--- src/rtl/cpu_mem_loader_if.sv ---
`default_nettype none
// cpu_mem_loader_if: boot byte stream and cpu memory bus bundled for cpu_mem_loader.
// slave = memory/loader side, master = cpu plus boot source side.
interface cpu_mem_loader_if #(
  parameter int ADDR_WIDTH = 8,
  parameter int DATA_WIDTH = 8
);
  logic                  ld_start;
  logic                  ld_valid;
  logic [DATA_WIDTH-1:0] ld_data;
  logic                  ld_ready;
  logic                  busy;
  logic                  load_done;
  logic                  cpu_rst;
  logic                  cpu_write;
  logic [ADDR_WIDTH-1:0] cpu_addr;
  logic [DATA_WIDTH-1:0] cpu_wdata;
  logic [DATA_WIDTH-1:0] cpu_rdata;

  modport slave (
    input  ld_start, ld_valid, ld_data, cpu_write, cpu_addr, cpu_wdata,
    output ld_ready, busy, load_done, cpu_rst, cpu_rdata
  );

  modport master (
    output ld_start, ld_valid, ld_data, cpu_write, cpu_addr, cpu_wdata,
    input  ld_ready, busy, load_done, cpu_rst, cpu_rdata
  );
endinterface
`default_nettype wire

--- src/rtl/cpu_mem_loader.sv ---
`default_nettype none
// cpu_mem_loader: cpu program/data memory that boots itself from a byte stream and holds
// the cpu in reset until loaded. Optional output latch at the top address: IO_PORT_EN.
module cpu_mem_loader #(
  parameter int ADDR_WIDTH = 8,
  parameter int DATA_WIDTH = 8,
  parameter int LOAD_LEN   = 256
) (
  input  wire logic        clk,
  input  wire logic        rst,
  cpu_mem_loader_if.slave  bus
`ifdef IO_PORT_EN
  ,
  output logic [DATA_WIDTH-1:0] io_out
`endif
);

  localparam int                  c_DEPTH = 2 ** ADDR_WIDTH;
  localparam logic [ADDR_WIDTH:0] c_LAST  = (ADDR_WIDTH + 1)'(LOAD_LEN - 1);
  localparam logic [ADDR_WIDTH:0] c_ONE   = (ADDR_WIDTH + 1)'(1);

  typedef enum logic [1:0] {
    S_IDLE = 2'd0,
    S_LOAD = 2'd1,
    S_RUN  = 2'd2
  } state_t;

  state_t                r_state;
  logic [ADDR_WIDTH:0]   r_ptr;
  logic                  r_cpu_rst;
  logic                  r_busy;
  logic                  r_load_done;
  logic [DATA_WIDTH-1:0] r_mem [c_DEPTH];

  logic w_accept;
  logic w_last;
  logic w_cpu_we;

  assign w_accept = bus.ld_valid && (r_state == S_LOAD);
  assign w_last   = (r_ptr == c_LAST);
  assign w_cpu_we = bus.cpu_write && (r_state == S_RUN);

  always_ff @(posedge clk or posedge rst) begin
    if (rst) begin
      r_state     <= S_IDLE;
      r_ptr       <= '0;
      r_cpu_rst   <= 1'b1;
      r_busy      <= 1'b0;
      r_load_done <= 1'b0;
    end else begin
      r_load_done <= 1'b0;
      case (r_state)
        S_IDLE: begin
          if (bus.ld_start) begin
            r_state <= S_LOAD;
            r_ptr   <= '0;
            r_busy  <= 1'b1;
          end
        end
        S_LOAD: begin
          if (w_accept) begin
            r_ptr <= r_ptr + c_ONE;
            if (w_last) begin
              r_state     <= S_RUN;
              r_busy      <= 1'b0;
              r_cpu_rst   <= 1'b0;
              r_load_done <= 1'b1;
            end
          end
        end
        S_RUN: begin
          if (bus.ld_start) begin
            r_state   <= S_LOAD;
            r_ptr     <= '0;
            r_busy    <= 1'b1;
            r_cpu_rst <= 1'b1;
          end
        end
        default: r_state <= S_IDLE;
      endcase
    end
  end

  // No reset on the array: contents survive rst; writes are gated by state, which is reset.
  always_ff @(posedge clk) begin
    if (w_accept) begin
      r_mem[r_ptr[ADDR_WIDTH-1:0]] <= bus.ld_data;
    end else if (w_cpu_we) begin
      r_mem[bus.cpu_addr] <= bus.cpu_wdata;
    end
  end

  // Zero-latency read: the cpu forms its next address from rdata in the same cycle.
  assign bus.cpu_rdata = (r_state == S_RUN) ? r_mem[bus.cpu_addr] : '0;
  assign bus.ld_ready  = (r_state == S_LOAD);
  assign bus.busy      = r_busy;
  assign bus.load_done = r_load_done;
  assign bus.cpu_rst   = r_cpu_rst;

`ifdef IO_PORT_EN
  logic [DATA_WIDTH-1:0] r_io;

  always_ff @(posedge clk or posedge rst) begin
    if (rst) begin
      r_io <= '0;
    end else if (w_cpu_we && (bus.cpu_addr == {ADDR_WIDTH{1'b1}})) begin
      r_io <= bus.cpu_wdata;
    end
  end

  assign io_out = r_io;
`endif

endmodule
`default_nettype wire

--- src/flat_wrapper.sv ---
// flat-port wrapper written by rule: the top's interface ports become plain ports
module cpu_mem_loader_flat 
#(
  parameter int ADDR_WIDTH = 8,
  parameter int DATA_WIDTH = 8,
  parameter int LOAD_LEN   = 256
)
  (clk, rst, bus_ld_start, bus_ld_valid, bus_ld_data, bus_cpu_write, bus_cpu_addr, bus_cpu_wdata, bus_ld_ready, bus_busy, bus_load_done, bus_cpu_rst, bus_cpu_rdata);
  cpu_mem_loader_if #(.ADDR_WIDTH(ADDR_WIDTH), .DATA_WIDTH(DATA_WIDTH)) bus_i ();
  input  wire logic clk;
  input  wire logic rst;
  input wire logic [$bits(bus_i.ld_start)-1:0] bus_ld_start;
  input wire logic [$bits(bus_i.ld_valid)-1:0] bus_ld_valid;
  input wire logic [$bits(bus_i.ld_data)-1:0] bus_ld_data;
  input wire logic [$bits(bus_i.cpu_write)-1:0] bus_cpu_write;
  input wire logic [$bits(bus_i.cpu_addr)-1:0] bus_cpu_addr;
  input wire logic [$bits(bus_i.cpu_wdata)-1:0] bus_cpu_wdata;
  output wire logic [$bits(bus_i.ld_ready)-1:0] bus_ld_ready;
  output wire logic [$bits(bus_i.busy)-1:0] bus_busy;
  output wire logic [$bits(bus_i.load_done)-1:0] bus_load_done;
  output wire logic [$bits(bus_i.cpu_rst)-1:0] bus_cpu_rst;
  output wire logic [$bits(bus_i.cpu_rdata)-1:0] bus_cpu_rdata;
  assign bus_i.ld_start = bus_ld_start;
  assign bus_i.ld_valid = bus_ld_valid;
  assign bus_i.ld_data = bus_ld_data;
  assign bus_i.cpu_write = bus_cpu_write;
  assign bus_i.cpu_addr = bus_cpu_addr;
  assign bus_i.cpu_wdata = bus_cpu_wdata;
  assign bus_ld_ready = bus_i.ld_ready;
  assign bus_busy = bus_i.busy;
  assign bus_load_done = bus_i.load_done;
  assign bus_cpu_rst = bus_i.cpu_rst;
  assign bus_cpu_rdata = bus_i.cpu_rdata;
  cpu_mem_loader #(.ADDR_WIDTH(ADDR_WIDTH), .DATA_WIDTH(DATA_WIDTH), .LOAD_LEN(LOAD_LEN)) u_core (.clk(clk), .rst(rst), .bus(bus_i));
endmodule
--- config.mk ---
export PLATFORM = sky130hd
export DESIGN_NAME = cpu_mem_loader_flat
export DESIGN_NICKNAME = d
export VERILOG_FILES = /design/src/rtl/cpu_mem_loader_if.sv /design/src/rtl/cpu_mem_loader.sv /design/src/flat_wrapper.sv
export SDC_FILE = /design/constraint.sdc
export NUM_CORES = 2
export LEC_CHECK = 0
export CORE_MARGIN = 2
export CORE_UTILIZATION = 65
export CTS_BUF_LIST = sky130_fd_sc_hd__clkbuf_16
export DETAILED_ROUTE_END_ITERATION = 7
export HOLD_SLACK_MARGIN = 0.08
export PLACE_DENSITY = 0.81
export SYNTH_ARGS = -nofsm -noshare
export SYNTH_HDL_FRONTEND = slang
export SYNTH_SLANG_ARGS = --single-unit
--- constraint.sdc ---
create_clock -name clk -period 14.8 [get_ports clk]
set_input_delay 3.7 -clock clk [delete_from_list [all_inputs] [get_ports clk]]
set_output_delay 3.7 -clock clk [all_outputs]
set_load 0.05 [all_outputs]
== Word-level counts from Yosys, hierarchy flattened ==
Memories as Yosys holds them, arrays and structs flattened.
Cells that the tools add are included.

* Bits in registers: 14
* Memories: 1
* Output and inout port bits: 12
* Memory bits (writable): 2048
* Memory bits (read-only): 0
* Latch bits: 0
* Logic and storage cells: 49

* $add $sub $neg: 1
* Divide/modulo/power cells: 0
* Bitwise gates (word level): 0
* $mul: 0
* Equal/unequal tests: 7
* Shift-type cells: 0
* Multiplexer cells: 24
* Magnitude comparators: 0
* Reduce and logical (&&, ||, !) cells: 11

{| class="wikitable"
|+ Memory list
! name !! depth !! bits a word !! read ports !! clocked after memory_dff !! write ports !! RTL line !! RTL
|-
| u_core.r_mem || 256 || 8 || 1 || 0 || 1 || cpu_mem_loader.sv:33 || <nowiki>logic [DATA_WIDTH-1:0] r_mem [c_DEPTH];</nowiki>
|}

{| class="wikitable"
|+ Operators with widths
! cell !! count
|-
| $mux W8 || 3
|-
| $mux W9 || 2
|-
| $pmux W9 S2 || 1
|-
| $mux W1 || 12
|-
| $add A9 B1 Y9 const B || 1
|-
| $eq A9 B8 Y1 const B || 1
|-
| $reduce_and A4 Y1 || 2
|-
| $reduce_or A8 Y1 || 1
|-
| $mux W2 || 3
|-
| $ne A2 B1 Y1 const B || 3
|-
| $reduce_and A3 Y1 || 2
|-
| $pmux W1 S2 || 2
|-
| $pmux W2 S2 || 1
|-
| $reduce_bool A2 Y1 || 2
|-
| $eq A2 B1 Y1 const B || 1
|-
| $eq A2 B2 Y1 const B || 1
|-
| $logic_and A1 B1 Y1 || 2
|-
| $logic_not A2 Y1 || 1
|-
| $ne A2 B2 Y1 const B || 1
|-
| $reduce_or A2 Y1 || 1
|}

== Depth between registers and ports, before layout ==
* Depth after elaboration: 7
* Mapped depth: 13
* Gate-level depth less buffers: 7

== Least setup slack after synthesis ==
No wires, ideal clock.

* Kind: input -> output
* Start: input bus_cpu_addr[2]
* End: output bus_cpu_rdata[3]
* Arrival time: 6.442 ns
* Stages: 9
* Setup slack: 4.658 ns
* Cells stage by stage: buf_4 -> clkinv_1 -> buf_2 -> clkbuf_1 -> clkbuf_1 -> a211oi_1 -> nor3_1 -> nand4_1 -> o31ai_1

* Word-level cells in the longest chain between the ends: 2

{| class="wikitable"
|+ RTL lines
! item !! RTL line !! RTL
|-
| start: declaration || flat_wrapper.sv:16 || <nowiki>input wire logic [$bits(bus_i.cpu_addr)-1:0] bus_cpu_addr;</nowiki>
|-
| $mem_v2 Z256 W8 || - ||
|-
| $mux W8 || cpu_mem_loader.sv:94 || <nowiki>assign bus.cpu_rdata = (r_state == S_RUN) ? r_mem[bus.cpu_addr] : '0;</nowiki>
|-
| end: declaration || flat_wrapper.sv:22 || <nowiki>output wire logic [$bits(bus_i.cpu_rdata)-1:0] bus_cpu_rdata;</nowiki>
|}

Every way passes these cells.

== Worst setup path after layout ==
* Start: input bus_cpu_addr[3]
* End: output bus_cpu_rdata[1]

The elaborated chain is that of the path after synthesis.

==> impl_results.md <==
* Pin count of the biggest net entering global routing at between 200 and 300
* Maximum clock frequency at 79.7 MHz
* Max VDD drop at 0.000138 V
* Most common cell after layout, fill and taps aside: edfxtp_1
* Via count at ~43,000
* Ys async rst share at less than 1%
* Status: finished, final reports clean
* Remaining design rule violation count at 0
* Hpwl dp at 118,000 um
* Critical Path RT at 11.10 ns
* Core Area at approximately 0.12 sq mm
* Post-Syn Instances at 3,934
* Period utilisation layout at 84.8%
* Fraction of final layout cells sized beyond drive strength 1 at 18.3%
* Total chip power at 0.0120 W
* Count of cell types in the netlist at 73
* Rel. slew slack at 4.08%
* CTS Buffer Depth at 3
* Crit path from: bus_cpu_addr[3]
* Worst skew pair latency at 0.85 ns
* Fin. max-slew vios at 0
* Post-Syn Area at just over 0.08 sq mm
* GRT Total Usage at 33.4%
* Crit end category: output port
* Lkg Pwr at 28.0 nW
* Worst Tran Pin Value at 1.44 ns
* CTS tree: built
* Root Driver: clkbuf_16
* Type of origin of the critical path: input port
* WL/cell at 36.1 um
* Critical Path AT at 8.84 ns
* Layout Skew at 0.0245 ns
* # resized after CTS at 0
* Pre-Repair DR Iteration Count at 8
* Warnings from Yosys at 0
* Tmin final at 12.54 ns
* Antenna violations before repair at 13
* Vias in the first global route at 42,300
* Area grow syn2layout at 9.22%
* CTS sink cnt at 2,062
* Final GP Congestion at 0.937
* Fin Setup TNS at 0 ns
* Die extent in y at 358 um
* WL final at about 210,000 um
* First-pass GRT wire length at about 300,000 um
* Avg Cell Area, Syn at a little over 20 sq um
* Vias per cell at roughly 7.4
* Placed insts at 5,447
* Post-Place Cell Area at approximately 0.083 sq mm
* Crit path max fanout at 37
* Drt initial violations at 7,023
* Starting Density at 65.7%
* Postcts setup bufs at 0
* Hold crit path type: flip-flop to flip-flop
* Total grt overflow at 0
* Hold buffer count at cts at 0
* Reg-to-reg startpoint: u_core.r_state[0]
* Hold Startpoint: u_core.bus.busy
* Fill count at 6,733
* Total die area at approximately 0.13 sq mm
* Seq/Total Area, Yosys at 75.9%
* Clock-pin slew on the worst setup and hold paths at ~0.06 ns
* Ports at approximately 40
* IO Port Bufs at 40
* H-tree depth at 4
* Syn nets at between 3,000 and 4,000
* RSZ-0062 raised after global routing: false
* Nets at a little over 4,000
* EDFF count, synth at approximately 2,000
* # setup viols final at 0
* Most common flop cell mapped by yosys: edfxtp_1
* Type of the worst setup path: input port to output port
* Final hold violation count at 0
* Max_cap viols at 0
* Most frequent cells in the layout: 2,048 x edfxtp_1, 388 x mux4_2, 291 x nor2_1
* Std cell rows at about 130
* Post-route ant nets at 0
* Total power divided by cell area at approximately 140 mW/mm^2
* #FFs+latches synth at 2,062
* Design Area, Final at 0.0890 sq mm
* Final Non-Filler Cells at 5,801
* Die Wd at roughly 360 um
* CTS Buf Count at 193
sequential cells by signal, summed over array words and instances, names as in the netlist:
| signal | count |
|---|---|
| u_core.bus.busy | 1 |
| u_core.bus.cpu_rst | 1 |
| u_core.bus.load_done | 1 |
| u_core.r_mem | 2048 |
| u_core.r_ptr | 9 |
| u_core.r_state | 2 |
critical path, stage by stage:
cell	delay [ns]
buf_4	0.42
clkinv_2	0.94
buf_4	0.62
o221ai_1	0.17
o22ai_1	0.10
a2111oi_0	0.99
nor3b_1	0.19
o22ai_1	0.66
clkdlybuf4s50_1	0.94
cell usage after synthesis, types with 13 or more instances:
| master | count | area share (%) |
|---|---|---|
| buf_2 | 43 | 0.26 |
| mux2i_1 | 232 | 2.9 |
| o221ai_1 | 109 | 1.2 |
| and2_1 | 18 | 0.14 |
| dfrtp_1 | 13 | 0.40 |
| o21ai_0 | 66 | 0.41 |
| nand3_1 | 21 | 0.13 |
| buf_8 | 25 | 0.46 |
| a211oi_1 | 28 | 0.26 |
| nand4_1 | 14 | 0.11 |
| a21oi_1 | 68 | 0.42 |
| mux4_1 | 51 | 1.6 |
| buf_4 | 14 | 0.13 |
| clkbuf_1 | 92 | 0.42 |
| buf_12 | 13 | 0.32 |
| a221oi_1 | 21 | 0.23 |
| edfxtp_1 | 2048 | 76 |
| o22ai_1 | 41 | 0.31 |
| nand2b_1 | 24 | 0.18 |
| nand2_1 | 100 | 0.46 |
| buf_6 | 30 | 0.41 |
| nor2_1 | 291 | 1.3 |
| mux4_2 | 388 | 11 |
| nor3_1 | 24 | 0.15 |
routing by layer:
metal | share of wire, % | vias to the layer above | wire, um | GRT usage, %
li1 | - | 16600 | - | -
met1 | 34 | 21900 | 71000 | 44.7
met2 | 47 | 3887 | 98300 | 50.9
met3 | 14 | 773 | 28300 | 10.2
met4 | 5.5 | 16 | 11600 | 16.2
met5 | 0.088 | - | 184 | 0.519
power breakdown:
| part | switching, W | total, W | internal [W] |
|---|---|---|---|
| logic | 0.000523 | 0.000742 | 0.000219 |
| clock network | 0.00216 | 0.00480 | 0.00265 |
| registers | 0.0000221 | 0.00649 | 0.00646 |
final timing paths:
check	endpoint	slack, ns	depth (start not counted)
worst max-delay path	bus_cpu_rdata[1]	2.26	9
worst min-delay path	u_core.bus.busy	0.50	2
worst max register to register	u_core.r_mem[56][0]	10.16	6
worst min register to register	u_core.bus.busy	0.50	2
max in group asynchronous	u_core.r_ptr[4]	11.17	2
min in group asynchronous	u_core.r_ptr[6]	3.24	2
stage by stage:
stage                     util [%]  hold WS (ns)  setup WS, ns
after detailed placement      66.8         0.481          2.50
final                         71.8         0.505          2.26
after CTS                     71.8         0.494          2.50
after global routing          71.8         0.522          2.32
after global placement        66.8         0.475          2.49
after floorplan                  -         0.469          4.66
cells by family after synthesis:
family / synth area share, %
flip-flops: 75.9
multiplexers: 15.3
AND/OR/NAND/NOR: 3.06
AO/OA/AOI/OAI: 3.36
buffers and inverters: 2.27
XOR/XNOR: 0.0538
adder cells (fa/ha/maj): 0.0307
final cells by class:
class | count | area (sq um) | share of cell area (%)
repair buffers | 113 | 1070 | 1.21
inverters | 10 | 43.8 | 0.0492
flip-flops and latches | 2062 | 61900 | 69.5
clock inverters | 152 | 1230 | 1.39
diodes | 8 | 20.0 | 0.0225
clock buffers | 194 | 4850 | 5.46
multi-input cells | 1625 | 17800 | 20.0
well taps | 1637 | 2050 | 2.30
Power figures use the tool's default switching activity.
